<file path="src/rtl/uart_rx_deser.sv">
// UART receive deserializer: start/data/stop framing, ready/valid handoff and
// error pulses. Define UART_RX_PARITY_EN to add an even-parity bit and parity_err_o.
module uart_rx_deser #(
    parameter int DATA_WIDTH   = 8,
    parameter int CLKS_PER_BIT = 868
) (
    input  logic                  axi_aclk_i,
    input  logic                  axi_aresetn_i,
    input  logic                  rx_i,
    output logic [DATA_WIDTH-1:0] rx_data_o,
    output logic                  rx_valid_o,
    input  logic                  rx_ready_i,
    output logic                  frame_err_o,
    output logic                  overrun_o,
`ifdef UART_RX_PARITY_EN
    output logic                  parity_err_o,
`endif
    output logic                  busy_o
);

    localparam int BAUD_W = (CLKS_PER_BIT > 1) ? $clog2(CLKS_PER_BIT) : 1;
    localparam int BIT_W  = $clog2(DATA_WIDTH + 1);

    localparam logic [BAUD_W-1:0] BAUD_FULL = BAUD_W'(CLKS_PER_BIT - 1);
    localparam logic [BAUD_W-1:0] BAUD_HALF = BAUD_W'(CLKS_PER_BIT / 2 - 1);
    localparam logic [BIT_W-1:0]  BIT_LAST  = BIT_W'(DATA_WIDTH - 1);

`ifdef UART_RX_PARITY_EN
    typedef enum logic [2:0] {IDLE, START, DATA, PARITY, STOP} state_t;
`else
    typedef enum logic [1:0] {IDLE, START, DATA, STOP} state_t;
`endif

    state_t                  state, state_n;
    logic                    rx_meta, rx_s, rx_d;
    logic [2:0]              settle;
    logic                    fall_edge;
    logic [BAUD_W-1:0]       baud_cnt, baud_n;
    logic                    baud_tick;
    logic [BIT_W-1:0]        bit_cnt, bit_n;
    logic [DATA_WIDTH-1:0]   shift_reg, shift_n;
    logic [DATA_WIDTH-1:0]   data_n;
    logic                    valid_n;
    logic                    deliver;
    logic                    frame_err_n, overrun_n;
`ifdef UART_RX_PARITY_EN
    logic                    parity_bit, parity_bit_n;
    logic                    parity_err_n;
`endif

    // The synchronizer resets high, so settle keeps those fake-idle values from
    // being mistaken for a falling edge when the line is already low at release.
    always_ff @(posedge axi_aclk_i or negedge axi_aresetn_i) begin
        if (!axi_aresetn_i) begin
            rx_meta <= 1'b1;
            rx_s    <= 1'b1;
            rx_d    <= 1'b1;
            settle  <= 3'b000;
        end else begin
            rx_meta <= rx_i;
            rx_s    <= rx_meta;
            rx_d    <= rx_s;
            settle  <= {settle[1:0], 1'b1};
        end
    end

    assign fall_edge = settle[2] && rx_d && !rx_s;
    assign baud_tick = (baud_cnt == '0);
    assign busy_o    = (state != IDLE);

    always_comb begin
        state_n     = state;
        baud_n      = baud_tick ? baud_cnt : baud_cnt - BAUD_W'(1);
        bit_n       = bit_cnt;
        shift_n     = shift_reg;
        deliver     = 1'b0;
        frame_err_n = 1'b0;
        overrun_n   = 1'b0;
`ifdef UART_RX_PARITY_EN
        parity_bit_n = parity_bit;
        parity_err_n = 1'b0;
`endif
        case (state)
            IDLE: begin
                if (fall_edge) begin
                    state_n = START;
                    baud_n  = BAUD_HALF;
                    bit_n   = '0;
                end
            end
            START: begin
                if (baud_tick) begin
                    if (!rx_s) begin
                        state_n = DATA;
                        baud_n  = BAUD_FULL;
                    end else begin
                        state_n = IDLE;
                    end
                end
            end
            DATA: begin
                if (baud_tick) begin
                    shift_n                 = shift_reg >> 1;
                    shift_n[DATA_WIDTH-1]   = rx_s;
                    baud_n                  = BAUD_FULL;
                    bit_n                   = bit_cnt + BIT_W'(1);
                    if (bit_cnt == BIT_LAST) begin
`ifdef UART_RX_PARITY_EN
                        state_n = PARITY;
`else
                        state_n = STOP;
`endif
                    end
                end
            end
`ifdef UART_RX_PARITY_EN
            PARITY: begin
                if (baud_tick) begin
                    parity_bit_n = rx_s;
                    baud_n       = BAUD_FULL;
                    state_n      = STOP;
                end
            end
`endif
            STOP: begin
                if (baud_tick) begin
                    state_n = IDLE;
                    // A bad stop bit outranks a parity mismatch.
                    if (!rx_s) begin
                        frame_err_n = 1'b1;
`ifdef UART_RX_PARITY_EN
                    end else if ((^shift_reg) != parity_bit) begin
                        parity_err_n = 1'b1;
`endif
                    end else if (!rx_valid_o || rx_ready_i) begin
                        deliver = 1'b1;
                    end else begin
                        overrun_n = 1'b1;
                    end
                end
            end
            default: state_n = IDLE;
        endcase
    end

    always_comb begin
        data_n  = rx_data_o;
        valid_n = rx_valid_o;
        if (deliver) begin
            data_n  = shift_reg;
            valid_n = 1'b1;
        end else if (rx_valid_o && rx_ready_i) begin
            valid_n = 1'b0;
        end
    end

    always_ff @(posedge axi_aclk_i or negedge axi_aresetn_i) begin
        if (!axi_aresetn_i) begin
            state        <= IDLE;
            baud_cnt     <= '0;
            bit_cnt      <= '0;
            shift_reg    <= '0;
            rx_data_o    <= '0;
            rx_valid_o   <= 1'b0;
            frame_err_o  <= 1'b0;
            overrun_o    <= 1'b0;
`ifdef UART_RX_PARITY_EN
            parity_bit   <= 1'b0;
            parity_err_o <= 1'b0;
`endif
        end else begin
            state        <= state_n;
            baud_cnt     <= baud_n;
            bit_cnt      <= bit_n;
            shift_reg    <= shift_n;
            rx_data_o    <= data_n;
            rx_valid_o   <= valid_n;
            frame_err_o  <= frame_err_n;
            overrun_o    <= overrun_n;
`ifdef UART_RX_PARITY_EN
            parity_bit   <= parity_bit_n;
            parity_err_o <= parity_err_n;
`endif
        end
    end

endmodule

</file>
<file path="config.mk">
export PLATFORM = sky130hd
export DESIGN_NAME = uart_rx_deser
export DESIGN_NICKNAME = d
export VERILOG_FILES = /design/src/rtl/uart_rx_deser.sv
export SDC_FILE = /design/constraint.sdc
export NUM_CORES = 1
export LEC_CHECK = 0
export CAP_MARGIN = 20
export CORE_UTILIZATION = 33
export CTS_CLUSTER_DIAMETER = 50
export DETAILED_ROUTE_END_ITERATION = 6
export PLACE_DENSITY_LB_ADDON = 0.05
export SLEW_MARGIN = 0
export SYNTH_ARGS = -nofsm -noshare
export SYNTH_HDL_FRONTEND = slang
export SYNTH_SLANG_ARGS = --single-unit
export TNS_END_PERCENT = 20
</file>
<file path="constraint.sdc">
create_clock -name axi_aclk_i -period 5.4 [get_ports axi_aclk_i]
set_input_delay 0.81 -clock axi_aclk_i [delete_from_list [all_inputs] [get_ports axi_aclk_i]]
set_output_delay 0.81 -clock axi_aclk_i [all_outputs]
set_load 0.05 [all_outputs]
</file>
==> impl_metrics.env, run 1 <==
export IMPL_status="complete, no violations"
export IMPL_setup_viol=0
export IMPL_fin_area_mm2=0.00210
export IMPL_grt_overflow=0
export IMPL_critPathLaunchType="register"
export IMPL_largest_reg_flops=10
export IMPL_layout_drive_gt1_share=0.210
export IMPL_dieArea_mm2=0.00578
export IMPL_vdd_ir_drop_max_v=0.000140
export IMPL_h_tree_depth=2
export IMPL_yosysWarnings=0
export IMPL_met1_usage=0.181
export IMPL_yosysSeqAreaShare=0.570
export IMPL_clk_pin_slew_ps=80
export IMPL_fp_dieW_um=76.0
export IMPL_power_uw=788
export IMPL_ys_ff_latch=41
export IMPL_synthArstFlopShare=1.00
export IMPL_crit_type="register to register"
export IMPL_syn_to_final_growth_pct=15.9
export IMPL_post_cts_resized=0
export IMPL_syn_nets=157
export IMPL_syn_area_per_cell_um2=12.1
export IMPL_cts_sinks=41
export IMPL_ys_flop_type="dfrtp_1"
export IMPL_hp_class="register to register"
export IMPL_post_drt_wl_per_cell_um=14.4
export IMPL_dp_hpwl_um=2290
export IMPL_min_delay_path_depth=0
export IMPL_clockBufferDepth=2
export IMPL_multiInputGateArea_um2=724
export IMPL_worst_slack_ps=2420
export IMPL_dr_pass1_iters=4
export IMPL_instances_no_fill=237
export IMPL_diodes=0
export IMPL_reg2reg_depth=9
export IMPL_dieHeight_um=76.0
export IMPL_finalHoldWorstSlack_ps=356
export IMPL_fin_nets=173
export IMPL_clkLatencyLatePin_ps=290
export IMPL_cap_violations=0
export IMPL_use_met3=0.0371
export IMPL_fin_util=0.403
export IMPL_drv_slew=0
export IMPL_final_seq_area_mm2=0.00103
export IMPL_relSlewSlack=0.406
export IMPL_cts_hold_buffers=0
export IMPL_wirelength_um=3410
export IMPL_syn_area_mm2=0.00181
export IMPL_grt_max_degree=42
export IMPL_viasPerCell=5.12
export IMPL_max_freq_mhz=336
export IMPL_cts_made_buffers=5
export IMPL_grt_pass1_vias=1164
export IMPL_place_area_mm2=0.00201
export IMPL_rsz0062_at_grt="false"
export IMPL_syn_inst=150
export IMPL_place_gp_congestion=0.765
export IMPL_io_pins=16
export IMPL_grt_pass1_wl_um=5890
export IMPL_critPathMaxFanout=12
export IMPL_period_needed_ps=2980
export IMPL_dp_cells=229
export IMPL_port_buffers=15
export IMPL_start_util=0.347
export IMPL_grt_most_used_layer="met2"
export IMPL_finalCritPeriodShare=0.552
export IMPL_grtUsageMet2=0.195
export IMPL_tightest_slew_ps=891
export IMPL_grtUsageTotal=0.131
export IMPL_cp_required_ps=5570
export IMPL_coreArea_mm2=0.00520
export IMPL_arrival_ps=3150
export IMPL_cts_setup_buffers=0
export IMPL_synth_edf_count=0
export IMPL_cp_end_kind="register"
export IMPL_power_leakage_nw=0.900
export IMPL_fill_cells=523
export IMPL_num_rows=26
export IMPL_power_density_mw_per_mm2=376
export IMPL_pre_cts_ws_ps=2450
export IMPL_fin_setup_tns_ps=0
export IMPL_antenna_left=0
export IMPL_antenna_found_initial=0
export IMPL_final_setup_skew_ps=6.57
export IMPL_hold_violations=0
export IMPL_cts_root_buffer="clkbuf_8"
export IMPL_dr_first_iter_drc_count=85
export IMPL_tritoncts="yes"
export IMPL_route_detailed_drc=0
export IMPL_vias=1213
export IMPL_synth_distinct_cells=43
-- cell families (layout without fill, tap and decap cells) --
group                    Yosys count  in the layout  share of synthesized area
AO/OA/AOI/OAI                     21             21                     0.0768
XOR/XNOR                           2              2                    0.00969
adder cells (fa/ha/maj)            3              3                     0.0208
buffers and inverters             12             29                     0.0298
flip-flops                        41             41                      0.570
multiplexers                      19             19                      0.123
other                              1              1                    0.00207
AND/OR/NAND/NOR                   51             51                      0.168
-- cells in the mapped netlist, drive strengths merged, types with 2 or more instances --
cell type | count | share of area
mux2 | 16 | 0.10
or2 | 2 | 0.0069
nand4 | 2 | 0.0069
a21oi | 4 | 0.011
o31ai | 2 | 0.0083
nand3 | 6 | 0.017
clkbuf | 4 | 0.0083
dfrtp | 38 | 0.53
nand2b | 4 | 0.014
a21o | 2 | 0.0083
o22ai | 2 | 0.0069
nand2 | 9 | 0.019
nor4 | 3 | 0.019
ha | 3 | 0.021
nor3 | 6 | 0.017
inv | 6 | 0.012
o21ai | 5 | 0.014
buf | 2 | 0.0090
nor2 | 7 | 0.015
nor3b | 5 | 0.027
dfstp | 3 | 0.044
mux2i | 2 | 0.011
-- report_power, final --
part / internal [mW] / switching, mW
Combinational: 0.0908 / 0.0901
Clock: 0.0891 / 0.105
Sequential: 0.351 / 0.0629
Total: 0.531 / 0.258
-- placed cells by master, fill, tap and decap left out, drive strengths merged, types with 5 or more instances in the layout --
cell and n:
clkbuf 5, inv 6, nor2 7, nand3 6, dfrtp 38, nor3 6
nor3b 5, mux2 16, nand2 9, clkdlybuf4s50 14, o21ai 5
-- per-layer routing --
layer  part of all wire  up-vias
met4              0.013        0
met5                  0        -
li1                   -      568
met2               0.47       25
met1               0.48      615
met3              0.040        5
-- final timing paths --
kind / from / endpoint / slack (ps)
worst max register to register: baud_cnt[0] / baud_cnt[0] / 2420
worst min-delay path: settle[1] / settle[2] / 360
worst max-delay path: baud_cnt[0] / baud_cnt[0] / 2420
max in group asynchronous: axi_aresetn_i / bit_cnt[2] / 4190
worst min register to register: settle[1] / settle[2] / 360
min in group asynchronous: axi_aresetn_i / baud_cnt[2] / 630
-- critical path, stage by stage, from the launching register on --
cell and delay [ps]:
dfrtp_1 420, inv_1 70, ha_1 170, nor3b_1 400
and3_1 480, inv_2 210, ha_1 350, nor3b_1 190
mux2i_1 100, mux4_2 470
-- layout make-up --
type | instances | area share
clock inverter | 3 | 0.00836
tap | 70 | 0.0418
timing repair buffer | 15 | 0.0693
multi-input combinational | 97 | 0.346
clock buffer | 5 | 0.0328
sequential | 41 | 0.491
inverter | 6 | 0.0107
Note: power is estimated with default switching activity, not from simulation.
==> inputs of run 2 (changes only) <==
==> constraint.sdc (replaced) <==
create_clock -name axi_aclk_i -period 3.1 [get_ports axi_aclk_i]
set_input_delay 0.465 -clock axi_aclk_i [delete_from_list [all_inputs] [get_ports axi_aclk_i]]
set_output_delay 0.465 -clock axi_aclk_i [all_outputs]
set_load 0.05 [all_outputs]
==> run 2 against run 1 <==
Count of clock-buffer cells in the layout up 2. Clock power up 99%. Utilization up 0.50 points. Hold slack worse by 51 ps. Global-route usage up 0.61 points. Register-to-register slack worse by 2000 ps. Combinational power up 76%. Largest power group unchanged.
==> impl_metrics.env, run 2 (synthesis results as in run 1) <==
export IMPL_tritoncts="yes"
export IMPL_num_rows=26
export IMPL_dr_pass1_iters=4
export IMPL_cts_setup_buffers=0
export IMPL_cap_violations=0
export IMPL_layout_drive_gt1_share=0.214
export IMPL_start_util=0.347
export IMPL_critPathLaunchType="register"
export IMPL_diodes=0
export IMPL_grt_overflow=0
export IMPL_h_tree_depth=2
export IMPL_port_buffers=15
export IMPL_place_gp_congestion=0.754
export IMPL_coreArea_mm2=0.00520
export IMPL_critPathMaxFanout=12
export IMPL_power_leakage_nw=0.917
export IMPL_dp_hpwl_um=2400
export IMPL_worst_slack_ps=450
export IMPL_max_freq_mhz=377
export IMPL_cts_root_buffer="clkbuf_8"
export IMPL_post_drt_wl_per_cell_um=14.8
export IMPL_post_cts_resized=0
export IMPL_antenna_left=0
export IMPL_grtUsageTotal=0.137
export IMPL_period_needed_ps=2650
export IMPL_largest_reg_flops=10
export IMPL_clockBufferDepth=2
export IMPL_cts_made_buffers=5
export IMPL_dieArea_mm2=0.00578
export IMPL_grt_pass1_vias=1223
export IMPL_pre_cts_ws_ps=478
export IMPL_power_density_mw_per_mm2=674
export IMPL_vdd_ir_drop_max_v=0.000267
export IMPL_status="complete, no violations"
export IMPL_mostFrequentLayoutCells="dfrtp_1, mux2_2, clkdlybuf4s50_1"
export IMPL_vias=1203
export IMPL_tightest_slew_ps=897
export IMPL_arrival_ps=2810
export IMPL_wirelength_um=3510
export IMPL_syn_to_final_growth_pct=17.4
export IMPL_fill_cells=528
export IMPL_grt_pass1_wl_um=6180
export IMPL_cp_required_ps=3260
export IMPL_relSlewSlack=0.402
export IMPL_fin_nets=174
export IMPL_rsz0062_at_grt="false"
export IMPL_io_pins=16
export IMPL_dr_first_iter_drc_count=61
export IMPL_cts_hold_buffers=0
export IMPL_fp_dieW_um=76.0
export IMPL_finalCritPeriodShare=0.855
export IMPL_hold_violations=0
export IMPL_cp_end_kind="register"
export IMPL_cts_sinks=41
export IMPL_fin_setup_tns_ps=0
export IMPL_final_common_cell="dfrtp_1"
export IMPL_grt_max_degree=42
export IMPL_viasPerCell=5.05
export IMPL_setup_viol=0
export IMPL_hp_class="input port to async pin"
export IMPL_dieHeight_um=76.0
export IMPL_drv_slew=0
export IMPL_crit_type="register to register"
export IMPL_clk_pin_slew_ps=70
export IMPL_final_setup_skew_ps=4.04
export IMPL_clkLatencyLatePin_ps=290
export IMPL_route_detailed_drc=0
export IMPL_antenna_found_initial=0
## run 2: cell count changes in the layout (fill, tap and decap cells not counted)
cell and delta:
clkbuf_8 +2, clkinv_2 -2, buf_4 +1, inv_6 +1, clkinvlp_4 -1
## run 2: per-stage QoR
step / cell area (um2) / std cells / utilization / hold slack (ps) / power (mW)
after floorplan: 1810 / 150 / - / 169 / 0.961
after CTS: 2120 / 238 / 0.408 / 339 / 1.45
after detailed placement: 2020 / 230 / 0.388 / 337 / 1.05
after global routing: 2120 / 238 / 0.408 / 362 / 1.53
final: 2120 / 238 / 0.408 / 304 / 1.43
after global placement: 2020 / 230 / 0.388 / 338 / 1.04
## run 2: routing by layer
layer	vias to the layer above	GRT usage	wire (um)
li1	570	-	-
met5	-	0	0
met2	22	0.214	1670
met1	607	0.183	1690
met3	4	0.0359	112
met4	0	0.0519	39
## run 2: critical path, stage by stage (launching register included)
cell	delay, ps
dfrtp_1	420
inv_1	70
ha_1	170
nor3b_1	410
and3_1	260
inv_2	120
ha_1	320
nor3b_1	210
mux2i_1	100
mux4_2	460
## run 2: area by class of cell
class | count | area, um2 | area share
sequential | 41 | 1030 | 0.485
multi-input combinational | 97 | 724 | 0.341
clock inverter | 1 | 8.76 | 0.00413
inverter | 6 | 22.5 | 0.0106
timing repair buffer | 16 | 153 | 0.0719
tap | 70 | 87.6 | 0.0413
clock buffer | 7 | 96.3 | 0.0454
## run 2: path summary, 6_finish.rpt
path | from | end | slack, ps | depth (start not counted)
max in group asynchronous | axi_aresetn_i | shift_reg[3] | 2240 | 1
max | baud_cnt[0] | baud_cnt[0] | 450 | 9
max reg2reg | baud_cnt[0] | baud_cnt[0] | 450 | 9
min in group axi_aclk_i | settle[1] | settle[2] | 360 | 0
min | axi_aresetn_i | baud_cnt[2] | 300 | 1
min reg2reg | settle[1] | settle[2] | 360 | 0
## run 2: power breakdown
| part | leakage [nW] | switching [mW] | total [mW] | internal, mW |
|---|---|---|---|---|
| Clock | 0.0549 | 0.182 | 0.387 | 0.205 |
| Combinational | 0.334 | 0.160 | 0.319 | 0.158 |
| Sequential | 0.528 | 0.114 | 0.725 | 0.611 |
| Total | 0.917 | 0.456 | 1.43 | 0.974 |
